## config.mk

```make
export PLATFORM = sky130hd
export DESIGN_NAME = hazard_control_unit
export DESIGN_NICKNAME = d
export VERILOG_FILES = /design/src/rtl/hazard_control_unit.sv
export SDC_FILE = /design/constraint.sdc
export NUM_CORES = 1
export LEC_CHECK = 0
export CORE_AREA = 2 2 67 69
export DETAILED_ROUTE_END_ITERATION = 10
export DIE_AREA = 0 0 69 71
export PLACE_DENSITY_LB_ADDON = 0.05
export REMOVE_ABC_BUFFERS = 1
export SYNTH_ARGS = -nofsm -noshare
export SYNTH_HDL_FRONTEND = slang
export SYNTH_SLANG_ARGS = --single-unit
```

## constraint.sdc

```tcl
create_clock -name clk -period 2.3 [get_ports clk]
set_clock_uncertainty 0.15 [all_clocks]
set_input_delay 0.23 -clock clk [delete_from_list [all_inputs] [get_ports clk]]
set_output_delay 0.23 -clock clk [all_outputs]
set_load 0.01 [all_outputs]
```

## src/rtl/hazard_control_unit.sv

```systemverilog
// Pipeline hazard control: RAW stalls, taken-branch flush, immediate-word skip and halt.
// Defining FORWARDING_EN enables operand forwarding so that only load-use hazards stall.
module hazard_control_unit #(
   parameter int FLUSH_CYCLES = 2,
   parameter int CNT_W        = 8
) (
   input  logic             clk,
   input  logic             reset,
   input  logic [2:0]       id_rs1,
   input  logic [2:0]       id_rs2,
   input  logic             id_uses_rs1,
   input  logic             id_uses_rs2,
   input  logic             id_imm,
   input  logic             id_hlt,
   input  logic [2:0]       ex_rd,
   input  logic             ex_reg_write,
   input  logic             ex_mem_read,
   input  logic [2:0]       mem_rd,
   input  logic             mem_reg_write,
   input  logic             ex_branch_taken,
   output logic             freeze_pc,
   output logic             if_id_en,
   output logic             if_id_flush,
   output logic             id_ex_flush,
   output logic [1:0]       fwd_a,
   output logic [1:0]       fwd_b,
   output logic [2:0]       state,
   output logic [CNT_W-1:0] stall_count
);

   typedef enum logic [2:0] {
      ST_RUN    = 3'd0,
      ST_IMM    = 3'd1,
      ST_FLUSH  = 3'd2,
      ST_HALTED = 3'd3
   } state_e;

   localparam logic [2:0]       FLUSH_LOAD = 3'(FLUSH_CYCLES - 1);
   localparam logic [CNT_W-1:0] STALL_MAX  = {CNT_W{1'b1}};

   state_e           state_q, state_d;
   logic [2:0]       cnt_q, cnt_d;
   logic [CNT_W-1:0] stall_count_q;
   logic [1:0]       fwd_a_q, fwd_b_q;
   logic [1:0]       fwd_a_d, fwd_b_d;
   logic             stall_inc;

   logic ex_hit_a, ex_hit_b, mem_hit_a, mem_hit_b;
   logic raw_ex, raw_ex_load, hazard_stall;

   // Register 0 is an ordinary destination, so no zero-address exclusion.
   assign ex_hit_a  = ex_reg_write  & id_uses_rs1 & (ex_rd  == id_rs1);
   assign ex_hit_b  = ex_reg_write  & id_uses_rs2 & (ex_rd  == id_rs2);
   assign mem_hit_a = mem_reg_write & id_uses_rs1 & (mem_rd == id_rs1);
   assign mem_hit_b = mem_reg_write & id_uses_rs2 & (mem_rd == id_rs2);

   assign raw_ex      = ex_hit_a | ex_hit_b;
   assign raw_ex_load = raw_ex & ex_mem_read;

`ifdef FORWARDING_EN
   assign hazard_stall = raw_ex_load;
   assign fwd_a_d      = ex_hit_a ? 2'b01 : (mem_hit_a ? 2'b10 : 2'b00);
   assign fwd_b_d      = ex_hit_b ? 2'b01 : (mem_hit_b ? 2'b10 : 2'b00);
`else
   logic raw_ex_alu, raw_mem;
   assign raw_ex_alu   = raw_ex & ~ex_mem_read;
   assign raw_mem      = mem_hit_a | mem_hit_b;
   // Without bypass paths every RAW waits until the producer has left MEM.
   assign hazard_stall = raw_ex_load | raw_ex_alu | raw_mem;
   assign fwd_a_d      = 2'b00;
   assign fwd_b_d      = 2'b00;
`endif

   always_comb begin
      freeze_pc   = 1'b0;
      if_id_en    = 1'b1;
      if_id_flush = 1'b0;
      id_ex_flush = 1'b0;
      state_d     = state_q;
      cnt_d       = cnt_q;
      stall_inc   = 1'b0;
      if (!reset) begin
         freeze_pc   = 1'b1;
         if_id_en    = 1'b0;
         if_id_flush = 1'b1;
         id_ex_flush = 1'b1;
      end else if (ex_branch_taken) begin
         if_id_flush = 1'b1;
         id_ex_flush = 1'b1;
         state_d     = ST_FLUSH;
         cnt_d       = FLUSH_LOAD;
      end else begin
         case (state_q)
            ST_HALTED: begin
               freeze_pc   = 1'b1;
               if_id_en    = 1'b0;
               id_ex_flush = 1'b1;
            end
            ST_FLUSH: begin
               id_ex_flush = 1'b1;
               // A count of 1 (or 0 when FLUSH_CYCLES is 1) is the last bubble.
               if (cnt_q <= 3'd1) begin
                  cnt_d   = 3'd0;
                  state_d = ST_RUN;
               end else begin
                  cnt_d = cnt_q - 3'd1;
               end
            end
            ST_IMM: begin
               id_ex_flush = 1'b1;
               state_d     = ST_RUN;
            end
            default: begin
               if (hazard_stall) begin
                  freeze_pc   = 1'b1;
                  if_id_en    = 1'b0;
                  id_ex_flush = 1'b1;
                  stall_inc   = 1'b1;
               end else if (id_imm) begin
                  state_d = ST_IMM;
               end else if (id_hlt) begin
                  state_d = ST_HALTED;
               end
            end
         endcase
      end
   end

   always_ff @(posedge clk or negedge reset) begin
      if (!reset) begin
         state_q       <= ST_RUN;
         cnt_q         <= 3'd0;
         stall_count_q <= '0;
         fwd_a_q       <= 2'b00;
         fwd_b_q       <= 2'b00;
      end else begin
         state_q <= state_d;
         cnt_q   <= cnt_d;
         if (stall_inc && (stall_count_q != STALL_MAX)) begin
            stall_count_q <= stall_count_q + CNT_W'(1);
         end
         // A bubble entering ID/EX has no operands to forward.
         if (id_ex_flush) begin
            fwd_a_q <= 2'b00;
            fwd_b_q <= 2'b00;
         end else begin
            fwd_a_q <= fwd_a_d;
            fwd_b_q <= fwd_b_d;
         end
      end
   end

   assign state       = state_q;
   assign stall_count = stall_count_q;
   assign fwd_a       = fwd_a_q;
   assign fwd_b       = fwd_b_q;

endmodule
```

Word-level counts from Yosys, hierarchy flattened
Index checks and enable logic that the tools add are counted.
Cells by class
  $add $sub $neg: 2
  $lt $le $gt $ge: 1
  eq/ne operators: 11
  mux-type cells: 25
  bitwise operators: 15
  reduce and logical (&&, ||, !) cells: 7
Operators by type and width (number)
  3-bit 2-to-1 mux: 8
  1-bit 2-to-1 mux: 14
  3-bit == test: 4
  1-bit AND: 10
  3-bit case mux with 3 select lines: 1
  8-bit by 1-bit adder with 8-bit output (second input constant): 1
  8-bit != test (second input constant): 1
  3-bit by 2-bit == test with 1-bit output (second input constant): 2
  5-bit AND reduction: 1
  5-bit nonzero test: 1
  4-bit by 2-bit != test with 1-bit output (second input constant): 1
  1-bit OR: 4
  1-bit case mux with 2 select lines: 2
  3-bit by 1-bit == test with 1-bit output (second input constant): 1
  3-bit by 1-bit less-or-equal comparator with 1-bit output (second input constant): 1
  3-bit != test (second input constant): 1
  3-bit OR reduction: 1
  3-bit by 1-bit subtractor with 3-bit output (second input constant): 1
  2-bit != test (second input constant): 1
  2-bit AND reduction: 1
  2-bit nonzero test: 1
  2-bit OR reduction: 1
  1-bit logical AND: 1
  1-bit NOT: 1
Storage, ports and cells
  register bits: 14
  output and inout bits: 19
  logic and storage cells: 64

Depth between registers and ports, before layout
  depth in word-level cells: 11
  mapped depth: 7
  mapped depth without buffers: 7

Worst setup path after synthesis
OpenSTA, ideal clock, no wires.
  path type: register to register
  from: register state_q[0], in the netlist state[0]
  to: register state_q[1], in the netlist state[1]
  arrival time: 1.645 ns
  setup slack: 0.358 ns
  stages on the path, launching flop included: 7
  path buffers: 0
  clock period less this slack: 1.942 ns
  cell sequence: dfrtp_1 > inv_1 > ha_1 > o21a_1 > or4_1 > a22oi_1 > o311ai_0
Between the ends
  cells in the longest elaborated chain, start to end: 3
Ends and longest elaborated chain
  start, declared: line 41  | state_e state_q, state_d;
  start signal, assigned: line 137  | state_q <= state_d;
  3-bit by 1-bit == test with 1-bit output / 3-bit by 2-bit == test with 1-bit output (equally long branches): line 93  | case (state_q)
  4-bit by 2-bit != test with 1-bit output (no line) (tied with other cells)
  5-bit AND reduction (no line) / 3-bit 2-to-1 mux (equally long branches)
Parallel ways exist; a longest one is shown, timed or not.
A chain may end at the register's enable or synchronous reset.

Final worst setup path
  from: input id_rs2[1]
  to: output if_id_en
Between the ends
  cells in the longest elaborated chain, start to end: 10
Ends and longest elaborated chain
  start, declared: line 10  | input logic [2:0] id_rs2,
  3-bit == test: line 53  | assign ex_hit_b = ex_reg_write & id_uses_rs2 & (ex_rd == id_rs2);
  1-bit AND: line 53
  1-bit OR: line 57  | assign raw_ex = ex_hit_a | ex_hit_b;
  1-bit AND (on tied branches): line 58, 66
  1-bit OR: line 69  | assign hazard_stall = raw_ex_load | raw_ex_alu | raw_mem;
  1-bit OR *: line 69
  1-bit 2-to-1 mux *: line 114  | if (hazard_stall) begin
  1-bit case mux with 2 select lines *: line 93
  1-bit 2-to-1 mux *: line 87  | end else if (ex_branch_taken) begin
  1-bit 2-to-1 mux *: line 82  | if (!reset) begin
  end, declared: line 22  | output logic if_id_en,
Mark *: on every way between the ends. The rest lies on a longest branch, timed or not.

==> run summary <==
Detail Route Antenna Nets -> 0
Vias per std cell -> 4.624
Cell with the most instances after synthesis -> xor2_1
Final setup vio count -> 0
Clock Sinks -> 13
Register area -> 325.3 um^2
Routed wl met3 -> 131 um
Final WL -> 2556 um
Initial drt markers -> 25
Vias in the first global route -> 909
Critical Path Start -> id_rs2[1]
# IOs -> 41
Die area -> 0.004899 mm^2
Syn Area/Cell -> 9.326 um^2
Status -> complete, no violations
Post-Syn Instances -> 108
Power density over the cells -> 672.8 mW/mm^2
CP delay by family, top -> buffers and inverters
Peak Freq -> 454.5 MHz
H-Tree Depth -> 1
Via count -> 934
Multi-input gate area -> 658.1 um^2
Synth warnings -> 0
CTS Hold Bufs -> 0
Reg-to-Reg Start -> state[1]$_DFFE_PN0P_
Leak pwr -> 0.0006969 uW
Core ar. -> 0.004204 mm^2
Yosys reg bits -> 13
EDFF count, synth -> 0
Yosys top cell by area -> dfrtp_1
Initial antenna violation count -> 0
Die width -> 69 um
Final Util -> 35.71%
Crit path buffers/inverters -> 2
Num CTS Buffers -> 3
Clk slew on worst S/H paths -> 50 ps
Final Max Tran Viols -> 0
CTS Root Cell -> clkbuf_8
Final min period -> 2200 ps
Area grow syn2layout -> 49.07%
Worst Setup Slack, final -> 99.77 ps
WL met1 -> 1108 um
Combinational group share of total power -> 48.6%
DR pass1 iterations -> 4
Post-layout nets -> 179
VDD IR-drop max -> 0.2032 mV
Sequential Power Share -> 31.5%
Crit start category -> primary input
Max Used Layer -> met4
WL met2 -> 1262 um
Sw power -> 379.6 uW
Final std cells w/o fill -> 202
Most frequent cells after synthesis -> 19 x xor2_1, 13 x dfrtp_1, 8 x nand2_1
Global route total overflow -> 0
Crit end category -> output pin
Clk_lat worst skew -> 240 ps
RSZ-0062 raised after global routing -> false
CP arrival -> 1820 ps
Routability Congestion -> 0.7432
Die Y -> 71 um
Crit Path Class -> in2out
Slew HR -> 65.78%
Sw Share -> 37.58%
CTS tree -> done
Largest net degree at the start of global routing -> 11
Pre-CTS setup slack -> -409.5 ps
Pint -> 630.5 uW
Post-route DRC violation count -> 0
Final Cycle Share -> 95.66%
Initial Utilization -> 23.96%
Max-cap violations -> 0
ANT cells -> 0
Max clock buf depth -> 2
Top post-synthesis cells by area -> dfrtp_1 32%, xor2_1 17%, ha_1 7.5%
Register area share after synthesis -> 32.30%
Top cell by count, worst path -> nor4_2
Hold Vio Cnt, Final -> 0
Worst path required time -> 1920 ps
Placed insts -> 197
Slew at the pin closest to its max-slew limit -> 508.6 ps
Share of the synthesized area in the top cell type -> 32.30%
First-pass GRT wire length -> 4174 um
Netlist cell types -> 36
WL/cell -> 12.65 um
Port Buffers -> 34
Min-Delay Path Class -> in2async
DP HPWL -> 2024 um
# rows -> 24
Slowest CP cell -> clkdlybuf4s50_1
Async S/R FF share, synth -> 100.0%
Worst-path fanout max -> 2
Fill cell count -> 447
GRT Util Overall -> 10.53%
Cell area after synthesis -> 0.001007 mm^2
Top FF cell, synth -> dfrtp_1
Worst path max stage delay -> 450 ps
Clock Power Share -> 19.9%
Fraction of layout cells with a size suffix above 1 -> 18.00%
Crit-path cells -> clkdlybuf4s50_1, xor2_1, nor4_2, nor4_2, and2_1, o31a_1, buf_2
Hold slack -> 236.7 ps
==> cell families (layout without fill, tap and decap cells) <==
kind of cell               Yosys count  in the layout  share of synthesized area (%)
and+or+nand+nor                     39             39                          23.35
xor gates and xnor gates            19             19                          16.52
buffers and inverters               14             52                          8.322
muxes                                1              1                          1.118
AOI/OAI and AO/OA                   15             15                          10.56
adders and majority gates            6              6                          7.453
DFF                                 13             13                          32.30
other                                1              5                         0.3723
==> power groups by stage <==
stage               Combinational, uW  Clock, uW  Sequential (uW)
detailed placement                491          0              321
finish                            491        201              318
global placement                  488          0              319
global route                      541        223              326
floorplan                         250          0              332
CTS                               496        213              317
==> registers in the layout, summed over array words and instances (netlist names) <==
register / cells
cnt_q: 3
stall_count: 8
state: 2
==> path summary, 6_finish.rpt <==
check,end,slack [ps],depth (start not counted)
min in group clk,stall_count[5]$_DFFE_PN0P_,340,1
setup reg to reg,state[1]$_DFFE_PN0P_,270,5
max in group asynchronous,stall_count[5]$_DFFE_PN0P_,1620,2
setup / recovery,if_id_en,100,7
hold reg to reg,stall_count[5]$_DFFE_PN0P_,340,1
hold / removal,cnt_q[0]$_DFFE_PN0P_,240,2
==> worst reg2reg max path: cells and delay by family, from the launching register on <==
kind,cells,cell delay [ps]
adder cells (fa/ha/maj),1,300
flip-flops,1,430
AO/OA/AOI/OAI,3,500
AND/OR/NAND/NOR,1,520
==> routing by layer <==
layer	up-vias	global-route usage, %
li1	454	-
met2	32	17.95
met5	-	0
met4	0	4.793
met3	4	2.137
met1	444	12.85
==> per-stage QoR <==
step                TNS (ps)  area, um^2  power (uW)
floorplan                  0       960.9       581.6
global placement      -957.4        1419       807.5
detailed placement     -1080        1419       811.3
CTS                        0        1498        1026
global route               0        1501        1089
finish                     0        1501        1010
==> placed cells by master (no fill, tap or decap), types with 3 or more instances in the layout <==
master / n
clkdlybuf4s50_1: 22
xor2_1: 17
dfrtp_1: 13
nand2_1: 8
buf_4: 8
nor2_1: 7
inv_1: 6
ha_1: 6
dlygate4sd2_1: 6
nor4_2: 5
conb_1: 5
nand4_1: 4
a21oi_1: 4
clkbuf_8: 3
dlymetal6s2s_1: 3
==> area by class of cell <==
cell class | instances | share of cell area (%)
inverters | 6 | 1.500
flip-flops and latches | 13 | 21.67
well taps | 52 | 4.333
repair buffers | 42 | 25.67
multi-input cells | 85 | 43.83
clock buffers | 4 | 3.000
==> timing repair <==
action	in CTS	in global routing
pin swaps	7	6
cloned	0	0
setup buffers	1	0
resized for setup	18	9
endpoints found under the setup margin	3	3
No activity file was read; power rests on OpenSTA's default activity.
